File: src/rtl/nios_spi_pkg.sv
// nios_spi_pkg: register map, CTRL/STATUS bit positions and FSM encoding for nios_spi_cmd_master
package nios_spi_pkg;
    localparam logic [2:0] REG_ADDR   = 3'd0;
    localparam logic [2:0] REG_CTRL   = 3'd1;
    localparam logic [2:0] REG_STATUS = 3'd2;
    localparam logic [2:0] REG_WDATA  = 3'd3;
    localparam logic [2:0] REG_RDATA  = 3'd4;
    localparam int CTRL_GO      = 0;
    localparam int CTRL_DIR     = 1;
    localparam int CTRL_IRQ_EN  = 2;
    localparam int CTRL_LEN_LSB = 8;
    localparam int ST_BUSY      = 0;
    localparam int ST_DONE      = 1;
    localparam int ST_ERR       = 2;
    localparam int ST_WLVL_LSB  = 4;
    localparam int ST_RLVL_LSB  = 12;
    localparam int CMD_WRITE_BIT = 2;
    typedef enum logic [2:0] {
        S_IDLE, S_SETUP, S_HDR, S_WPAY, S_RLEN, S_COLLECT, S_TAIL, S_GAP
    } state_t;
endpackage

File: src/rtl/nios_spi_cmd_master_cmd_byte_fifo.sv
// cmd_byte_fifo: synchronous 8-bit FIFO with level output; push when full is dropped unless a pop
// frees a slot in the same cycle, pop when empty is ignored.
// Ports: clk, rst (async active-low), push/din, pop/dout (head byte), full, empty, level.
module cmd_byte_fifo #(
    parameter int DEPTH = 64
) (
    input  logic                       clk,
    input  logic                       rst,
    input  logic                       push,
    input  logic [7:0]                 din,
    input  logic                       pop,
    output logic [7:0]                 dout,
    output logic                       full,
    output logic                       empty,
    output logic [$clog2(DEPTH):0]     level
);
    localparam int AW = $clog2(DEPTH);
    logic [7:0] mem [DEPTH];
    logic [AW-1:0] wp, rp;
    logic do_push, do_pop;
    // DEPTH is a power of two, so the level MSB alone means full
    assign full = level[AW];
    assign empty = level == '0;
    assign do_pop = pop && !empty;
    assign do_push = push && (!full || do_pop);
    assign dout = mem[rp];
    always_ff @(posedge clk or negedge rst) begin
        if (!rst) begin
            wp <= '0;
            rp <= '0;
            level <= '0;
        end else begin
            if (do_push) wp <= wp + 1'b1;
            if (do_pop) rp <= rp + 1'b1;
            level <= level + {{AW{1'b0}}, do_push} - {{AW{1'b0}}, do_pop};
        end
    end
    always_ff @(posedge clk) begin
        if (do_push) mem[wp] <= din;
    end
endmodule

File: src/rtl/nios_spi_cmd_master.sv
// nios_spi_cmd_master: Avalon-MM slave that frames SPI transactions into the SPI write FIFO,
// drives the active-low frame select nios_cs and drains the SPI read FIFO into a CPU buffer.
// Ports: clk, rst (async active-low); avs_* register bus (no waitrequest, readdata one cycle
// after avs_read); nios_cs; wr_fifo_valid/data/ready push side; rd_fifo_valid/data/ready pop
// side; irq = done & irq_en.
// Optional: define SPI_RD_TIMEOUT_EN to abort COLLECT after TIMEOUT_CYCLES idle cycles.
module nios_spi_cmd_master
    import nios_spi_pkg::*;
#(
    parameter int BUF_DEPTH    = 64,
    parameter int BYTE_GAP     = 100,
    parameter int SETUP_CYCLES = 8,
    parameter int TAIL_CYCLES  = 120,
    parameter int CS_GAP       = 16
`ifdef SPI_RD_TIMEOUT_EN
    , parameter int TIMEOUT_CYCLES = 65535
`endif
) (
    input  logic        clk,
    input  logic        rst,
    input  logic [2:0]  avs_address,
    input  logic        avs_write,
    input  logic [31:0] avs_writedata,
    input  logic        avs_read,
    output logic [31:0] avs_readdata,
    output logic        nios_cs,
    output logic        wr_fifo_valid,
    output logic [31:0] wr_fifo_data,
    input  logic        wr_fifo_ready,
    input  logic        rd_fifo_valid,
    input  logic [7:0]  rd_fifo_data,
    output logic        rd_fifo_ready,
    output logic        irq
);
    localparam int LW = $clog2(BUF_DEPTH) + 1;
    state_t state;
    logic [15:0] addr_q, f_addr, timer, pace;
    logic [7:0] len_q, f_len, bcnt, go_len, hdr_byte, tx_byte, w_head, r_head;
    logic dir_q, f_dir, irq_en, done, err;
    logic [LW-1:0] w_level, r_level;
    logic w_full, w_empty, r_full, r_empty, w_push, w_pop, r_push, r_pop;
    logic tx_go, go, go_bad, unused_ok;
    logic [31:0] status, ctrl, rd_mux;
`ifdef SPI_RD_TIMEOUT_EN
    logic [15:0] to_cnt;
`endif

    assign unused_ok = ^avs_writedata[31:16];
    assign irq = done & irq_en;
    assign w_push = avs_write && avs_address == REG_WDATA;
    assign r_pop = avs_read && avs_address == REG_RDATA;
    assign rd_fifo_ready = state == S_COLLECT && rd_fifo_valid && !r_full;
    assign r_push = rd_fifo_ready;
    // one paced push per BYTE_GAP window, only while the SPI write FIFO has room
    assign tx_go = (state == S_HDR || state == S_RLEN || (state == S_WPAY && !w_empty))
                   && pace == '0 && wr_fifo_ready;
    assign w_pop = state == S_WPAY && tx_go;
    assign hdr_byte = bcnt == 8'd0 ? f_addr[15:8] : bcnt == 8'd1 ? f_addr[7:0] : 8'(f_dir) << CMD_WRITE_BIT;
    assign tx_byte = state == S_HDR ? hdr_byte : state == S_WPAY ? w_head : f_len;
    assign go_len = avs_writedata[CTRL_LEN_LSB +: 8];
    assign go = avs_write && avs_address == REG_CTRL && avs_writedata[CTRL_GO] && state == S_IDLE;
    assign go_bad = go_len == '0 || (avs_writedata[CTRL_DIR] ? int'(w_level) < int'(go_len)
                                                             : BUF_DEPTH - int'(r_level) < int'(go_len));

    always_comb begin
        status = '0;
        status[ST_BUSY] = state != S_IDLE;
        status[ST_DONE] = done;
        status[ST_ERR] = err;
        status[ST_WLVL_LSB +: 8] = 8'(w_level);
        status[ST_RLVL_LSB +: 8] = 8'(r_level);
        ctrl = '0;
        ctrl[CTRL_DIR] = dir_q;
        ctrl[CTRL_IRQ_EN] = irq_en;
        ctrl[CTRL_LEN_LSB +: 8] = len_q;
        rd_mux = avs_address == REG_ADDR ? {16'h0, addr_q} :
                 avs_address == REG_CTRL ? ctrl :
                 avs_address == REG_STATUS ? status :
                 avs_address == REG_RDATA ? {24'h0, r_empty ? 8'h00 : r_head} : 32'h0;
    end

    cmd_byte_fifo #(.DEPTH(BUF_DEPTH)) u_wbuf (
        .clk(clk), .rst(rst), .push(w_push), .din(avs_writedata[7:0]), .pop(w_pop),
        .dout(w_head), .full(w_full), .empty(w_empty), .level(w_level)
    );
    cmd_byte_fifo #(.DEPTH(BUF_DEPTH)) u_rbuf (
        .clk(clk), .rst(rst), .push(r_push), .din(rd_fifo_data), .pop(r_pop),
        .dout(r_head), .full(r_full), .empty(r_empty), .level(r_level)
    );

    always_ff @(posedge clk or negedge rst) begin
        if (!rst) begin
            state <= S_IDLE;
            nios_cs <= 1'b1;
            wr_fifo_valid <= 1'b0;
            wr_fifo_data <= '0;
            avs_readdata <= '0;
            addr_q <= '0;
            f_addr <= '0;
            len_q <= '0;
            f_len <= '0;
            bcnt <= '0;
            dir_q <= 1'b0;
            f_dir <= 1'b0;
            irq_en <= 1'b0;
            done <= 1'b0;
            err <= 1'b0;
            timer <= '0;
            pace <= '0;
`ifdef SPI_RD_TIMEOUT_EN
            to_cnt <= '0;
`endif
        end else begin
            wr_fifo_valid <= 1'b0;
            if (avs_read) avs_readdata <= rd_mux;
            if (pace != '0) pace <= pace - 16'd1;
            if (avs_write && avs_address == REG_ADDR) addr_q <= avs_writedata[15:0];
            if (avs_write && avs_address == REG_CTRL) begin
                len_q <= go_len;
                dir_q <= avs_writedata[CTRL_DIR];
                irq_en <= avs_writedata[CTRL_IRQ_EN];
            end
            // status clears come first so that same-cycle sets below win
            if (avs_write && avs_address == REG_STATUS) begin
                done <= 1'b0;
                err <= 1'b0;
            end
            if (w_push && w_full && !w_pop) err <= 1'b1;
            if (tx_go) begin
                wr_fifo_valid <= 1'b1;
                wr_fifo_data <= {24'h0, tx_byte};
                pace <= 16'(BYTE_GAP - 1);
                bcnt <= bcnt + 8'd1;
            end
            case (state)
                S_IDLE: if (go) begin
                    if (go_bad) err <= 1'b1;
                    else begin
                        state <= S_SETUP;
                        nios_cs <= 1'b0;
                        timer <= 16'(SETUP_CYCLES - 1);
                        pace <= '0;
                        bcnt <= '0;
                        f_addr <= addr_q;
                        f_len <= go_len;
                        f_dir <= avs_writedata[CTRL_DIR];
                    end
                end
                S_SETUP: if (timer == '0) state <= S_HDR; else timer <= timer - 16'd1;
                S_HDR: if (tx_go && bcnt == 8'd2) begin
                    bcnt <= '0;
                    state <= f_dir ? S_WPAY : S_RLEN;
                end
                S_WPAY: if (tx_go && bcnt == f_len - 8'd1) begin
                    state <= S_TAIL;
                    timer <= 16'(TAIL_CYCLES - 1);
                end
                S_RLEN: if (tx_go) begin
                    bcnt <= '0;
                    state <= S_COLLECT;
`ifdef SPI_RD_TIMEOUT_EN
                    to_cnt <= '0;
`endif
                end
                S_COLLECT: begin
                    if (r_push) begin
                        bcnt <= bcnt + 8'd1;
                        if (bcnt == f_len - 8'd1) begin
                            state <= S_TAIL;
                            timer <= 16'(TAIL_CYCLES - 1);
                        end
                    end
`ifdef SPI_RD_TIMEOUT_EN
                    to_cnt <= r_push ? '0 : to_cnt + 16'd1;
                    if (!r_push && to_cnt == 16'(TIMEOUT_CYCLES - 1)) begin
                        err <= 1'b1;
                        state <= S_TAIL;
                        timer <= 16'(TAIL_CYCLES - 1);
                    end
`endif
                end
                S_TAIL: if (timer == '0) begin
                    state <= S_GAP;
                    nios_cs <= 1'b1;
                    timer <= 16'(CS_GAP - 1);
                end else timer <= timer - 16'd1;
                S_GAP: if (timer == '0) begin
                    state <= S_IDLE;
                    done <= 1'b1;
                end else timer <= timer - 16'd1;
                default: state <= S_IDLE;
            endcase
        end
    end
endmodule

File: config.mk
export PLATFORM = sky130hd
export DESIGN_NAME = nios_spi_cmd_master
export DESIGN_NICKNAME = d
export VERILOG_FILES = /design/src/rtl/nios_spi_pkg.sv /design/src/rtl/nios_spi_cmd_master_cmd_byte_fifo.sv /design/src/rtl/nios_spi_cmd_master.sv
export SDC_FILE = /design/constraint.sdc
export NUM_CORES = 1
export LEC_CHECK = 0
export CORE_ASPECT_RATIO = 1.5
export CORE_MARGIN = 3
export CORE_UTILIZATION = 45
export CTS_CLUSTER_DIAMETER = 200
export DETAILED_ROUTE_END_ITERATION = 7
export REMOVE_ABC_BUFFERS = 1
export SYNTH_ARGS = -nofsm -noshare
export SYNTH_HDL_FRONTEND = slang
export SYNTH_SLANG_ARGS = --single-unit
export TNS_END_PERCENT = 30
File: constraint.sdc
create_clock -name clk -period 3.5 [get_ports clk]
set_input_delay 0.35 -clock clk [delete_from_list [all_inputs] [get_ports clk]]
set_output_delay 0.35 -clock clk [all_outputs]
set_load 0.03 [all_outputs]
Yosys cells after proc, flatten, opt, wreduce, memory -nomap -nowiden:

Memories as Yosys holds them, arrays and structs flattened.
Index checks and enable logic that the tools add are counted.

* input bits: 49
* bits in writable memories: 1024
* memories kept: 2
* bits in registers: 176

* bitwise operators: 2
* magnitude comparators: 2
* reductions and logical operators: 48
* eq/ne operators: 25
* mux-type cells: 59
* add/subtract/negate cells: 13

Memories
* u_rbuf.mem: words 64, bits a word 8, rd ports 1, clocked after Yosys merged registers in 0, wr ports 1, RTL line nios_spi_cmd_master_cmd_byte_fifo.sv:18 `logic [7:0] mem [DEPTH];`
* u_wbuf.mem: words 64, bits a word 8, rd ports 1, clocked after Yosys merged registers in 0, wr ports 1, RTL line nios_spi_cmd_master_cmd_byte_fifo.sv:18

Operators with widths (count)
* 16-bit 2-to-1 mux: 12
* 8-bit 2-to-1 mux: 12
* 16-bit one-hot mux with 5 select lines: 1
* 19-bit 2-to-1 mux: 3
* 3-bit 2-to-1 mux: 11
* 16-bit logical NOT: 2
* 8-bit one-hot mux with 4 select lines: 1
* 16-bit by 1-bit subtractor with 16-bit output (second input constant): 2
* 6-bit by 1-bit adder with 6-bit output (second input constant): 4
* 3-bit one-hot mux with 8 select lines: 1
* 1-bit logical AND: 21
* 1-bit 2-to-1 mux: 17
* 8-bit logical NOT: 2
* 16-bit nonzero test: 1
* 3-bit equality test (second input constant): 5
* 7-bit by 1-bit adder with 7-bit output: 2
* 7-bit logical NOT: 2
* 2-bit != test (second input constant): 7
* 7-bit by 1-bit subtractor with 7-bit output: 2
* 3-bit by 2-bit equality test with 1-bit output (second input constant): 4
* 10-bit AND reduction: 1
* 8-bit by 9-bit < comparator with 1-bit output: 1
* 8-bit by 1-bit adder with 8-bit output (second input constant): 1
* 8-bit by 1-bit equality test with 1-bit output (second input constant): 1
* other kinds (20): 33

Longest topological paths before layout:

Gate-level depths: netlist (run 1).

* word-level depth: 13
* gate-level depth with buffers: 18

Hierarchy:

Synthesis (run 1) repeated with hierarchy kept, for this count alone.

* cells, all modules: 2975
* area, all modules: 49522.5 µm²

By module, submodules not included
* cmd_byte_fifo (u_rbuf): instances 1, sequential area each 15850.2 µm², cells each 1104, area an instance 21136.5 µm²
* cmd_byte_fifo (u_wbuf): instances 1, sequential area each 15850.2 µm², cells each 1102, area an instance 21070.2 µm²
* nios_spi_cmd_master: instances 1, sequential area each 3129.3 µm², cells each 769, area an instance 7315.8 µm²

Worst setup path after synthesis (run 1):

OpenSTA, ideal clock, no wires.

* path type: register to register
* start: register pace[0]
* end: register u_wbuf.level[6]
* data required time: 3.420 ns
* data arrival time: 3.067 ns
* library setup time: 0.080 ns
* stages on the path, launching flop included: 19
* setup slack: 0.353 ns
* path buffers: 2
* clock period less this slack: 3.147 ns
* cells stage by stage: dfrtp_1 inv_1 ha_1 nor2b_1 and4_1 buf_2 and2_1 clkbuf_1 and4_1 ha_1 inv_1 ha_1 fa_1 a21oi_1 nor2_1 o21ai_0 a21oi_1 nor2_1 xnor2_1

* word-level cells in the longest chain between the ends: 9

Ends and longest elaborated chain
* from (decl): RTL line nios_spi_cmd_master.sv:37 `logic [15:0] addr_q, f_addr, timer, pace;`
* from (signal assigned): RTL line nios_spi_cmd_master.sv:116 `if (pace != '0) pace <= pace - 16'd1;`
* from (signal assigned): RTL line nios_spi_cmd_master.sv:132 `pace <= 16'(BYTE_GAP - 1);`
* 16-bit logical NOT (*): RTL line nios_spi_cmd_master.sv:56 `&& pace == '0 && wr_fifo_ready;`
* 1-bit logical AND (*) (2 in a row): RTL line nios_spi_cmd_master.sv:56
* 1-bit logical AND (*): RTL line nios_spi_cmd_master.sv:57 `assign w_pop = state == S_WPAY && tx_go;`
* 1-bit logical AND (*): RTL line nios_spi_cmd_master_cmd_byte_fifo.sv:24 `assign do_pop = pop && !empty;`
* net u_wbuf.do_pop: RTL line nios_spi_cmd_master_cmd_byte_fifo.sv:20 `logic do_push, do_pop;`
* 1-bit logical OR: RTL line nios_spi_cmd_master_cmd_byte_fifo.sv:25 `assign do_push = push && (!full || do_pop);`
* 1-bit logical AND: RTL line nios_spi_cmd_master_cmd_byte_fifo.sv:25
* 7-bit by 1-bit adder with 7-bit output: RTL line nios_spi_cmd_master_cmd_byte_fifo.sv:35 `level <= level + {{AW{1'b0}}, do_push} - {{AW{1'b0}}, do_pop};`
* 7-bit by 1-bit subtractor with 7-bit output (*): RTL line nios_spi_cmd_master_cmd_byte_fifo.sv:35
* to (signal assigned): RTL line nios_spi_cmd_master_cmd_byte_fifo.sv:35
* to (decl): RTL line nios_spi_cmd_master_cmd_byte_fifo.sv:15 `output logic [$clog2(DEPTH):0] level`

The timed path passes the listed nets; every way through them passes the cells marked *.
A chain may end at the register's enable or synchronous reset.

Worst setup path after layout (run 1):

* start: register state[2]
* end: output port rd_fifo_ready

* word-level cells in the longest chain between the ends: 3

Ends and longest elaborated chain
* from (decl): RTL line nios_spi_cmd_master.sv:36 `state_t state;`
* from (signal assigned): RTL line nios_spi_cmd_master.sv:152 `state <= f_dir ? S_WPAY : S_RLEN;`
* 3-bit equality test: RTL line nios_spi_cmd_master.sv:52 `assign rd_fifo_ready = state == S_COLLECT && rd_fifo_valid && !r_full;`
* 1-bit logical AND (2 in a row): RTL line nios_spi_cmd_master.sv:52
* to (decl): RTL line nios_spi_cmd_master.sv:32 `output logic rd_fifo_ready,`

No other way between the ends.

==> flow_summary.ini, run 1 <==
[synth]
ys_types = 81
async_reset_ff_frac = 0.137
synth.top_cell.area_share = 0.630
ys_ff_latch = 1187
syn_area_um2 = 48800
synth.largest_area_cell = edfxtp_1
synthTopCellsByArea = edfxtp_1 63%, mux4_2 14%, dfrtp_1 8.3%
ys_seq_area_frac = 0.714
synth_flop_cell = edfxtp_1
avgSynthCellArea_um2 = 18.5
synth.most_common_cell = edfxtp_1
synth_edf_count = 1024
synthTopCellsByCount = 1024 x edfxtp_1, 309 x mux4_2, 209 x nor2_1
yosys_warnings = 0
syn_inst = 2640

[grt]
grt_max_degree = 68
antenna_found_initial = 2
grt_util_all_layers = 0.211
grt_pass1_wl_mm = 175
overflow = 0
first_global_vias = 26800

[sta]
clock.fmax_ghz = 0.303
min_period_ps = 3300
tightest_slew_ps = 1340
skew_ps = 54.8
hold_ws_ps = 89.5
slew_viol_final = 0
final_hold_viol_count = 0
period_share = 0.944
maxSlewHeadroom = 0.108
rsz0062_at_grt = no
setup-violations-final = 0

[finish]
utilization = 0.523
diodes = 0
regArea_um2 = 34900
finalNetCount = 3013
syn2layout_area_growth_pct = 15.0
fill_cells = 8620
multi_input_area_um2 = 13000
drive_above_1_share = 0.277

[worst_hold_path]
hold_start = avs_writedata[0]
worstHoldPathType = in -> reg
worst_hold_path.num_cells = 1
hold_path_end = u_wbuf.mem[54][0]

[placement]
gp_congestion = 0.837
place_hpwl_mm = 78.5
port_buffers = 63

[pwr]
power.static_leakage_uw = 0.0187
p_clk_frac = 0.340
p_per_area_nw_per_um2 = 632
design_power_total_uw = 35500
intPower_uw = 25800
ir_drop_v = 0.000514
p_sw_uw = 9630
p_comb_frac = 0.193
pwr-share-seq = 0.467
switching_share = 0.271

[worst_setup_path]
crit_chain = nor2b_2 > nand3_1 > inv_1 > buf_4 > clkdlybuf4s50_1
r2r_cells = 16
path_max_fanout = 15
rr_endpoint = u_wbuf.level[6]
critPathMaxStageDelay_ps = 730
crit_required_ps = 3150
cp_num_cells = 5
end_kind = output pin
r2r-start = pace[0]
arrival_ps = 2950
cp-start-kind = flop
critPathBufInv = 3
critPathTopFamily = buffers and inverters
path_class = reg -> out
crit_slowest_cell = clkdlybuf4s50_1
r2r_slack_ps = 310

[clocking]
clock-sinks = 1187
cts_setup_buffers = 0
path_clk_slew_ps = 80
cts_buffers = 109
root_buffer = clkbuf_16
htree_levels = 3
cts_tree = done
clk_latency_ps = 720
clockBufferDepth = 3

[route]
drtIter0Drc = 2013
drtPass1Iterations = 5
postRouteAntennaNets = 0
routed_wl_mm = 116
via_per_inst = 5.68
drc = 0
dr_total_vias = 25100
wl_per_cell_um = 26.3

[floorplan]
die_area_um2 = 113000
die_w_um = 275
fp.dieH_um = 409
ioPinCount = 117
num_rows = 147
core_um2 = 107000
initial_utilization = 0.454

[run_status]
status = finished, final reports clean

[job]
drv_cap = 0
-- cells by family (layout without fill, tap and decap cells) --
kind of cell / Yosys count / count (layout) / share of synthesized area
muxes: 402 / 402 / 0.163
DFF: 1187 / 1187 / 0.714
xor gates and xnor gates: 60 / 60 / 0.0108
AOI/OAI and AO/OA: 234 / 234 / 0.0308
other: 1 / 37 / 0.0000768
and+or+nand+nor: 461 / 461 / 0.0458
buffers and inverters: 247 / 584 / 0.0231
adders and majority gates: 48 / 48 / 0.0126
-- metal layers --
layer	GRT usage	vias to the layer above	wire length (um)
met5	0	-	20
met4	0.0922	4	5460
met3	0.0258	226	4580
met2	0.390	633	64200
met1	0.243	13300	42100
li1	-	11000	-
-- cell type report --
type / count / share of cell area
clock buffer: 136 / 0.0527
clock inverter: 72 / 0.0126
inverter: 70 / 0.00468
multi-input combinational: 1242 / 0.232
sequential: 1187 / 0.621
tap: 1415 / 0.0315
timing repair buffer: 306 / 0.0455
-- layout by cell type (no fill, tap or decap), types with 16 or more instances in the layout --
cell and count:
clkdlybuf4s50_1 46, nor2b_1 18, inv_1 69, mux2_2 57, mux2i_1 35, nand3_1 39
xor2_1 23, nand2_1 70, buf_4 228, clkbuf_16 113, edfxtp_1 1024, o21ai_0 47
buf_2 16, ha_1 46, a21oi_1 71, mux4_2 309, dfrtp_1 153, clkbuf_1 18
xnor2_1 37, a22oi_1 28, nor2_1 208, nor3_1 23, conb_1 37, clkinv_2 20
clkinv_1 24
-- through the flow --
stage / TNS (ps) / setup slack [ps] / instance area [um2] / cells
after floorplan: -91800 / -3350 / 48100 / 2499
after global placement: 0 / 50.7 / 52400 / 4219
after detailed placement: 0 / 79.4 / 52400 / 4219
after CTS: 0 / 60.6 / 56100 / 4428
after global routing: 0 / 12.8 / 56100 / 4428
final: 0 / 195 / 56100 / 4428
-- power by group through the flow --
stage	registers (uW)	logic, uW	clock network, uW
after floorplan	17100	4100	0
after global placement	16800	6760	0
after detailed placement	16800	6930	0
after CTS	16600	6960	12300
after global routing	16600	7460	12900
final	16600	6850	12100
-- how the worst max path moves through the flow --
| stage | start | slack [ps] | to |
|---|---|---|---|
| detailed placement | avs_address[2] | 80 | u_wbuf.mem[16][1] |
| global route | pace[0] | 10 | u_wbuf.level[6] |
| global placement | u_rbuf.level[1] | 50 | timer[2] |
| floorplan | u_wbuf.rp[0] | -3350 | wr_fifo_data[2] |
| finish | state[2] | 200 | rd_fifo_ready |
| CTS | u_rbuf.level[2] | 60 | timer[2] |
-- registers in the layout, summed over array words and instances, names as in the netlist, 7 cells and up --
signal / flops
u_rbuf.mem: 512
u_wbuf.mem: 512
avs_readdata: 19
addr_q: 16
f_addr: 16
pace: 16
timer: 16
bcnt: 8
f_len: 8
len_q: 8
wr_fifo_data: 8
u_rbuf.level: 7
u_wbuf.level: 7
-- repair_timing --
item	in CTS	in global routing
resized for setup	1	8
hold buffers	1	0
setup endpoints to repair	1	91
endpoints found under the hold margin	63	0
Note: power is estimated with default switching activity, not from simulation.
==> run 2, diff against run 1 <==
RECOVER_POWER = 100   (was default)
==> run 2 against run 1 <==
Compared with the run above:
- the flow now finishes with violations (max-capacitance violations, max-slew violations)
- routed wire length is 0.12% higher
- critical path depth grew 3
- non-clock buffer count is the same
==> flow_summary.ini, run 2 (synthesized netlist as in run 1, its figures left out) <==
[worst_setup_path]
critPathMaxStageDelay_ps = 620
critPathBufInv = 2
crit_required_ps = 4080
crit_path_frequent_cell = mux4_2
crit_chain = buf_12 > clkbuf_2 > mux4_2 > mux4_2 > a211oi_1 > a21oi_1 > mux2i_1 > o31ai_1
path_max_fanout = 16
end_kind = flop
path_class = reg -> reg
arrival_ps = 3930
cp-start-kind = flop
cp_num_cells = 8
crit_slowest_cell = dfrtp_1
critPathTopFamily = multiplexers
r2r_cells = 8

[sta]
tightest_slew_ps = 3390
skew_ps = 53.7
hold_ws_ps = 318
min_period_ps = 3360
slew_viol_final = 975
rsz0062_at_grt = no
clock.fmax_ghz = 0.298
maxSlewHeadroom = -1.26
period_share = 0.959
final_hold_viol_count = 0
fin_setup_tns_ps = 0
setup-violations-final = 0

[route]
wl_per_cell_um = 26.3
drc = 0
via_per_inst = 5.68
postRouteAntennaNets = 0
drtIter0Drc = 1932
dr_total_vias = 25100
routed_wl_mm = 117
drtPass1Iterations = 5

[floorplan]
initial_utilization = 0.454
fp.dieH_um = 409
num_rows = 147
die_area_um2 = 113000
ioPinCount = 117
core_um2 = 107000
die_w_um = 275

[pwr]
p_clk_frac = 0.340
p_per_area_nw_per_um2 = 638
p_sw_uw = 9610
design_power_total_uw = 35400
intPower_uw = 25800
p_comb_frac = 0.192
switching_share = 0.271
power.static_leakage_uw = 0.0182
pwr-share-seq = 0.468
ir_drop_v = 0.000510

[finish]
reg_top3 = u_rbuf.mem: 512 flops, u_wbuf.mem: 512 flops, avs_readdata: 19 flops
final_cell_count_no_fill = 4428
regArea_um2 = 34800
final_common_cell = edfxtp_1
drive_above_1_share = 0.229
fill_cells = 8813
final_cell_mix = 1024 x edfxtp_1, 309 x mux4_2, 208 x nor2_1
finalNetCount = 3013
syn2layout_area_growth_pct = 13.7
diodes = 0
multi_input_area_um2 = 13000
stdcell_area_um2 = 55500

[worst_hold_path]
worstHoldPathType = in -> reg
worst_hold_path.num_cells = 1

[placement]
postPlaceCellArea_um2 = 52400
gp_congestion = 0.837
dp.cells = 4219
port_buffers = 63
place_hpwl_mm = 78.5

[clocking]
cts_setup_buffers = 0
htree_levels = 3
clockBufferDepth = 3
cts_buffers = 109
root_buffer = clkbuf_16
clock-sinks = 1187
cts_tree = done
path_clk_slew_ps = 70
clk_latency_ps = 720

[run_status]
failed_checks = max-capacitance violations, max-slew violations
status = finished with violations

[grt]
grt_max_degree = 68
antenna_found_initial = 2
first_global_vias = 26800
grt_util_all_layers = 0.211
grt_pass1_wl_mm = 175
overflow = 0

[job]
drv_cap = 19
==> run 2: changes by cell type in the layout (fill, tap and decap cells not counted), sizes merged <==
cell	change
clkdlybuf4s50	-32
dlygate4sd3	+32
clkbuf	+176
buf	-176
==> run 2: worst register-to-register path, stage by stage (launching register included) <==
cell      delay (ps)
dfrtp_1          620
buf_12           250
clkbuf_2         290
mux4_2           560
mux4_2           470
a211oi_1         610
a21oi_1          150
mux2i_1          190
o31ai_1           80
==> run 2: layer usage <==
metal	share of wire	global-route usage	wire (um)
met5	0.00017	0	20
met4	0.048	0.0922	5540
met3	0.037	0.0258	4330
met2	0.55	0.390	64200
met1	0.36	0.243	42400
==> run 2: area by class of cell <==
class                           instances  share of cell area
Sequential cell                      1187               0.628
Multi-Input combinational cell       1242               0.235
Clock buffer                          136              0.0533
Timing Repair Buffer                  306              0.0349
Tap cell                             1415              0.0319
Clock inverter                         72              0.0127
Inverter                               70             0.00473
==> run 2: power groups by stage <==
stage / logic, uW / registers, uW / clock network, uW
floorplan: 4100 / 17100 / 0
global placement: 6760 / 16800 / 0
detailed placement: 6930 / 16800 / 0
CTS: 6960 / 16600 / 12300
global route: 7410 / 16600 / 12900
finish: 6780 / 16600 / 12000
==> run 2: path summary, 6_finish.rpt <==
path / from / end / slack, ps
setup / recovery: u_wbuf.rp[0] / wr_fifo_data[2] / 140
max in group asynchronous: rst / u_rbuf.rp[1] / 770
setup reg to reg: u_wbuf.rp[0] / wr_fifo_data[2] / 140
hold / removal: avs_writedata[0] / u_wbuf.mem[54][0] / 320
min in group asynchronous: rst / pace[8] / 670
hold reg to reg: done / done / 510
==> run 2: through the flow <==
stage / util / worst slack, ps
after global placement: 0.488 / 50.7
after CTS: 0.522 / 60.6
final: 0.517 / 144
after floorplan: - / -3350
after detailed placement: 0.488 / 79.4
after global routing: 0.517 / 6.79
==> run 2: what timing repair did <==
action | CTS | global route
endpoints found under the hold margin | 63 | 0
gates resized for setup | 1 | 8
setup endpoints to repair | 1 | 91
hold buffers | 1 | 0
